===== config.mk =====
export PLATFORM = sky130hd
export DESIGN_NAME = c16_sound
export DESIGN_NICKNAME = d
export VERILOG_FILES = /design/src/rtl/c16_snd_pkg.sv /design/src/rtl/c16_snd_channel.sv /design/src/rtl/c16_sound.sv
export SDC_FILE = /design/constraint.sdc
export NUM_CORES = 1
export LEC_CHECK = 0
export BUFFER_PORTS_ARGS = -buffer_cell sky130_fd_sc_hd__buf_2
export CORE_MARGIN = 10
export CORE_UTILIZATION = 55
export CTS_CLUSTER_DIAMETER = 100
export DETAILED_ROUTE_END_ITERATION = 16
export GPL_ROUTABILITY_DRIVEN = 0
export PLACE_DENSITY = 0.72
export SYNTH_ARGS = -nofsm -noshare
export SYNTH_HDL_FRONTEND = slang
export SYNTH_SLANG_ARGS = --single-unit

===== constraint.sdc =====
create_clock -name clk -period 5.2 [get_ports clk]
set_input_delay 0.78 -clock clk [delete_from_list [all_inputs] [get_ports clk]]
set_output_delay 0.78 -clock clk [all_outputs]
set_load 0.01 [all_outputs]

===== src/rtl/c16_snd_pkg.sv =====
// Shared constants and types for the c16 square/noise sound generator.
package c16_snd_pkg;

  localparam logic [1:0] P_PERIOD = 2'd0;
  localparam logic [1:0] P_VOL    = 2'd1;
  localparam logic [1:0] P_DUTY   = 2'd2;
  localparam logic [1:0] P_CTRL   = 2'd3;

  localparam int unsigned CTRL_EN   = 0;
  localparam int unsigned CTRL_NOISE = 1;
  localparam int unsigned CTRL_PRST = 2;

  localparam logic [14:0] LFSR_SEED  = 15'h0001;
  localparam int unsigned LFSR_TAP_A = 14;
  localparam int unsigned LFSR_TAP_B = 13;

  typedef enum logic [1:0] {
    IDLE = 2'd0,
    MIX  = 2'd1,
    DONE = 2'd2
  } mix_state_e;

  // Clamp a widened mixer value into the signed 16-bit sample range.
  function automatic logic signed [15:0] sat16(input logic signed [31:0] v);
    if (v > 32'sd32767) begin
      return 16'sh7fff;
    end else if (v < -32'sd32768) begin
      return 16'sh8000;
    end else begin
      return v[15:0];
    end
  endfunction

endpackage


===== src/rtl/c16_snd_channel.sv =====
// One sound channel: CPU-written registers, phase accumulator, noise LFSR and
// the signed contribution the mixer sums.
module c16_snd_channel
  import c16_snd_pkg::*;
(
  input  logic              clk,
  input  logic              resetn,
  input  logic              tick,
  input  logic              wen,
  input  logic [1:0]        w_param,
  input  logic [15:0]       w_val,
  output logic signed [7:0] contrib
);

  logic [15:0] period_q, period_d;
  logic [6:0]  vol_q, vol_d;
  logic [15:0] duty_q, duty_d;
  logic        en_q, en_d;
  logic        noise_q, noise_d;
  logic [15:0] phase_q, phase_d;
  logic [14:0] lfsr_q, lfsr_d;

  logic        active;
  logic        wrap;
  logic        level;
  logic [7:0]  vol_ext;

  always_comb begin
    period_d = period_q;
    vol_d    = vol_q;
    duty_d   = duty_q;
    en_d     = en_q;
    noise_d  = noise_q;
    phase_d  = phase_q;
    lfsr_d   = lfsr_q;

    active = en_q && (period_q != 16'd0);
    // Also catches a period rewritten below the current phase.
    wrap   = phase_q >= (period_q - 16'd1);

    // Advance uses the registered (pre-write) period/enable.
    if (tick && active) begin
      if (wrap) begin
        phase_d = 16'd0;
        lfsr_d  = {lfsr_q[13:0], lfsr_q[LFSR_TAP_A] ^ lfsr_q[LFSR_TAP_B]};
      end else begin
        phase_d = phase_q + 16'd1;
      end
    end

    if (wen) begin
      unique case (w_param)
        P_PERIOD: period_d = w_val;
        P_VOL:    vol_d    = w_val[6:0];
        P_DUTY:   duty_d   = w_val;
        P_CTRL: begin
          en_d    = w_val[CTRL_EN];
          noise_d = w_val[CTRL_NOISE];
          if (w_val[CTRL_PRST]) begin
            phase_d = 16'd0;
          end
        end
      endcase
    end
  end

  always_comb begin
    level   = noise_q ? lfsr_q[0] : (phase_q < duty_q);
    vol_ext = {1'b0, vol_q};
    if (!active) begin
      contrib = 8'sd0;
    end else if (level) begin
      contrib = vol_ext;
    end else begin
      contrib = -vol_ext;
    end
  end

  always_ff @(posedge clk) begin
    if (!resetn) begin
      period_q <= 16'd0;
      vol_q    <= 7'd0;
      duty_q   <= 16'd0;
      en_q     <= 1'b0;
      noise_q  <= 1'b0;
      phase_q  <= 16'd0;
      lfsr_q   <= LFSR_SEED;
    end else begin
      period_q <= period_d;
      vol_q    <= vol_d;
      duty_q   <= duty_d;
      en_q     <= en_d;
      noise_q  <= noise_d;
      phase_q  <= phase_d;
      lfsr_q   <= lfsr_d;
    end
  end

endmodule


===== src/rtl/c16_sound.sv =====
// c16 sound generator top: CPU write decode, sample-rate divider and a
// sequential mixer that sums one channel per cycle into a saturated sample.
module c16_sound
  import c16_snd_pkg::*;
#(
  parameter int unsigned NUM_CH     = 4,
  parameter int unsigned SAMPLE_DIV = 1042
) (
  input  logic        clk,
  input  logic        resetn,
  input  logic        snd_wen,
  input  logic [1:0]  w_param,
  input  logic [10:0] w_index,
  input  logic [15:0] w_val,
  output logic [15:0] sample_out,
  output logic        sample_valid
);

  localparam int unsigned ACC_W = (NUM_CH > 4) ? $clog2(127 * NUM_CH) + 2 : 10;
  localparam int unsigned IDX_W = (NUM_CH > 1) ? $clog2(NUM_CH) : 1;
  localparam int unsigned DIV_W = $clog2(SAMPLE_DIV);

  logic [DIV_W-1:0]        div_q, div_d;
  logic                    tick;
  mix_state_e              state_q, state_d;
  logic [IDX_W-1:0]        idx_q, idx_d;
  logic signed [ACC_W-1:0] acc_q, acc_d;
  logic [15:0]             out_q, out_d;
  logic                    valid_q, valid_d;

  logic                    w_in_range;
  logic [NUM_CH-1:0]       ch_wen;
  logic signed [7:0]       contrib [NUM_CH];
  logic signed [7:0]       contrib_sel;
  logic signed [ACC_W-1:0] acc_sum;
  logic signed [31:0]      acc_shift;

  assign w_in_range = 32'(w_index) < NUM_CH;

  for (genvar i = 0; i < NUM_CH; i++) begin : g_ch
    assign ch_wen[i] = snd_wen && w_in_range && (w_index == 11'(i));

    c16_snd_channel u_ch (
      .clk     (clk),
      .resetn  (resetn),
      .tick    (tick),
      .wen     (ch_wen[i]),
      .w_param (w_param),
      .w_val   (w_val),
      .contrib (contrib[i])
    );
  end

  assign tick = (div_q == DIV_W'(SAMPLE_DIV - 1));

  always_comb begin
    div_d = tick ? '0 : div_q + 1'b1;
  end

  always_comb begin
    state_d = state_q;
    idx_d   = idx_q;
    acc_d   = acc_q;
    out_d   = out_q;
    valid_d = 1'b0;

    // Live contribution: writes landing mid-pass affect channels not yet summed.
    contrib_sel = contrib[idx_q];
    acc_sum     = acc_q + {{(ACC_W - 8){contrib_sel[7]}}, contrib_sel};
    acc_shift   = {{(32 - ACC_W){acc_sum[ACC_W-1]}}, acc_sum} <<< 6;

    unique case (state_q)
      IDLE: begin
        if (tick) begin
          state_d = MIX;
          idx_d   = '0;
          acc_d   = '0;
        end
      end
      MIX: begin
        acc_d = acc_sum;
        if (idx_q == IDX_W'(NUM_CH - 1)) begin
          // Outputs are registered so they are presented while in DONE.
          state_d = DONE;
          out_d   = sat16(acc_shift);
          valid_d = 1'b1;
        end else begin
          idx_d = idx_q + 1'b1;
        end
      end
      DONE: begin
        state_d = IDLE;
      end
      default: begin
        state_d = IDLE;
      end
    endcase
  end

  always_ff @(posedge clk) begin
    if (!resetn) begin
      div_q   <= '0;
      state_q <= IDLE;
      idx_q   <= '0;
      acc_q   <= '0;
      out_q   <= 16'd0;
      valid_q <= 1'b0;
    end else begin
      div_q   <= div_d;
      state_q <= state_d;
      idx_q   <= idx_d;
      acc_q   <= acc_d;
      out_q   <= out_d;
      valid_q <= valid_d;
    end
  end

  assign sample_out   = out_q;
  assign sample_valid = valid_q;

endmodule

==> results.json <==
{
  "gr-total-overflow": 0,
  "finalSetupTns_ns": 0,
  "finClkSkew_ns": 0.01595,
  "netlist_area_um2": 17740,
  "yosys_warnings": 0,
  "core_um2": 31720,
  "final_common_cell": "nand2_1",
  "cts_resized": 0,
  "ctsHoldBuffers": 0,
  "avgSynthCellArea_um2": 8.389,
  "cts_htree_levels": 2,
  "max-cap-violations": 0,
  "port_buffers": 42,
  "cp_cell_sequence": "ha_1 > nand4_1 > nor4_1 > a32oi_1 > a32oi_1 > o31ai_1 > xnor2_1 > a22oi_1 > o211ai_1 > ha_1 > or2_2 > a211oi_1 > nor2_1 > o311ai_0 > nand4b_1 > o211ai_1",
  "rows": 65,
  "final_cell_mix": "445 x nand2_1, 324 x dfxtp_1, 157 x a21boi_0",
  "finalSetupViolCount": 0,
  "wl_met2_um": 19460,
  "dieWidth_um": 199.6,
  "grt_max_degree": 126,
  "drt-vias-per-instance": 5.583,
  "die-area_um2": 39840,
  "hold_class": "register to register",
  "arrival_ns": 5.06,
  "required_ns": 5.58,
  "slowest_stage": "o311ai_0",
  "synth_edf_count": 0,
  "synth_area_leaders": "dfxtp_1 37%, ha_1 11%, nand2_1 9.4%",
  "routed.top_layer": "met5",
  "synth_cells": 2115,
  "whs_ns": 0.4595,
  "r2r_slack_ns": 0.51,
  "place_area_um2": 18150,
  "grt_pass1_wl_um": 70960,
  "grt_pass1_vias": 13900,
  "root_buffer": "clkbuf_16",
  "hpwl_um": 30100,
  "relSlewSlack": 0.08724,
  "status": "finished, final reports clean",
  "cts_tree": "built",
  "stdcell_area_um2": 19350,
  "route.detailed.drc": 0,
  "dr.first_iter.drc_count": 856,
  "post_cts_buffers": 0,
  "cts_sinks": 324,
  "clk_path_buf_depth": 3,
  "synth_cell_types": 75,
  "timing.final.crit_share": 0.9015,
  "fp.dieH_um": 199.6,
  "end_kind": "register",
  "slew_violations": 0,
  "antenna_found_initial": 1,
  "cts_buffers": 36,
  "wl_per_cell_um": 16.83,
  "drive_gt1_frac": 0.06206,
  "vias": 14220,
  "rsz0062_at_grt": "false",
  "start_kind": "register",
  "post-place-ws_ns": 0.5330,
  "io-pin-count": 49,
  "first_pass_iters": 5,
  "start_util": 0.5594,
  "dr_wl_met3_um": 2147,
  "final_net_count": 2302,
  "synth-main-ff-cell": "dfxtp_1",
  "grt.total_usage": 0.2186,
  "period_needed_ns": 4.688,
  "critPathKind": "register to register",
  "drt.antenna.violating_nets": 0,
  "clock_latency_ns": 0.52,
  "wl_met1_um": 19930,
  "worst_pin_slew_ns": 1.364,
  "synth_top_area_cell": "dfxtp_1",
  "seq_area_frac_synth": 0.3656,
  "yosys.area.top_type_share": 0.3656,
  "clkSlewWorstSetupHoldPaths_ns": 0.06,
  "async_reset_ff_frac": 0,
  "crit_fanout": 8,
  "fin_ws_ns": 0.5121,
  "utilization": 0.6100,
  "wl_um": 42860,
  "hold_viol": 0,
  "powerDensity_nw_per_um2": 268.8,
  "ir_drop_v": 0.0002585,
  "area_growth_pct": 9.048,
  "ys_ff_latch": 324,
  "power.leakage_uw": 0.007910,
  "max_clock_freq_mhz": 213.3,
  "max_stage_delay_ns": 0.66
}
[metrics by stage]
step | instances | power, uW
3_3_place_gp | 2484 | 2671
3_5_place_dp | 2484 | 2673
4_1_cts | 2545 | 5254
2_1_floorplan | 2120 | 2622
6_report | 2546 | 5200
5_1_grt | 2545 | 5361
[kinds of logic after synthesis]
group,synth area share
muxes,0.04605
xor gates and xnor gates,0.07503
adders and majority gates,0.1062
and+or+nand+nor,0.2211
other,0.0002113
DFF,0.3656
buffers and inverters,0.04435
AOI/OAI and AO/OA,0.1415
[cell type report]
| class | instances | area, um2 |
|---|---|---|
| antenna | 1 | 2.502 |
| clock buffer | 51 | 1069 |
| clock inverter | 10 | 125.1 |
| fill | 2829 | 12370 |
| inverter | 100 | 375.4 |
| multi-input combinational | 1605 | 10490 |
| sequential | 324 | 6486 |
| tap | 402 | 503.0 |
| timing repair buffer | 53 | 299.0 |
[cells in the mapped netlist (5+ instances only)]
cell type  instances
nand3_1           46
nor2b_1           37
nor4_1            15
and2_1             8
a211oi_1           6
nand4_1           34
or3_1             15
nand2_1          445
o31ai_1            7
a2111oi_0          7
mux2_2             5
ha_1             149
clkbuf_1          63
clkbuf_2           9
dfxtp_1          324
inv_1             99
a22oi_1           17
o211ai_1           8
a21boi_0         157
xor2_1            74
nand2b_1          24
or4_1              7
and3_1            19
a21o_1            32
o21a_1             6
mux2i_1           76
a21oi_1           39
buf_2              8
buf_4              7
nor2_1           155
nor3_1            32
o21ai_0           29
xnor2_1           78
[path summary, 6_finish.rpt]
path | from | end | cells past startpoint
worst max-delay path | g_ch[1].u_ch.phase_q[14]$_SDFF_PN0_ | acc_q[9]$_SDFFE_PN0P_ | 16
worst min-delay path | g_ch[3].u_ch.duty_q[10]$_SDFFE_PN0P_ | g_ch[3].u_ch.duty_q[10]$_SDFFE_PN0P_ | 2
worst max register to register | g_ch[1].u_ch.phase_q[14]$_SDFF_PN0_ | acc_q[9]$_SDFFE_PN0P_ | 16
worst min register to register | g_ch[3].u_ch.duty_q[10]$_SDFFE_PN0P_ | g_ch[3].u_ch.duty_q[10]$_SDFFE_PN0P_ | 2
[report_power, final]
group	leakage [uW]	switching (uW)	internal, uW
clock network	0.000596	1010	1570
registers	0.00261	2.93	2480
logic	0.00471	96.7	35.8
[state kept, by name (all words and copies together), names as in the netlist]
register            flops
g_ch.u_ch.duty_q       64
g_ch.u_ch.period_q     64
g_ch.u_ch.phase_q      64
g_ch.u_ch.lfsr_q       60
g_ch.u_ch.vol_q        28
div_q                  11
acc_q                  10
sample_out             10
g_ch.u_ch.en_q          4
g_ch.u_ch.noise_q       4
idx_q                   2
state_q                 2
sample_valid            1
[worst max-delay path, delay by kind of cell, from the launching register on]
kind | cells | cell delay (ns)
flip-flops | 1 | 0.35
XOR/XNOR | 1 | 0.17
adder cells (fa/ha/maj) | 2 | 0.57
AO/OA/AOI/OAI | 8 | 2.32
AND/OR/NAND/NOR | 5 | 1.14
[layer usage]
layer | vias to the layer above | track usage
li1 | 7212 | -
met1 | 6677 | 0.2851
met2 | 252 | 0.3586
met3 | 72 | 0.03499
met4 | 2 | 0.07684
met5 | - | 0
Power figures use the tool's default switching activity.
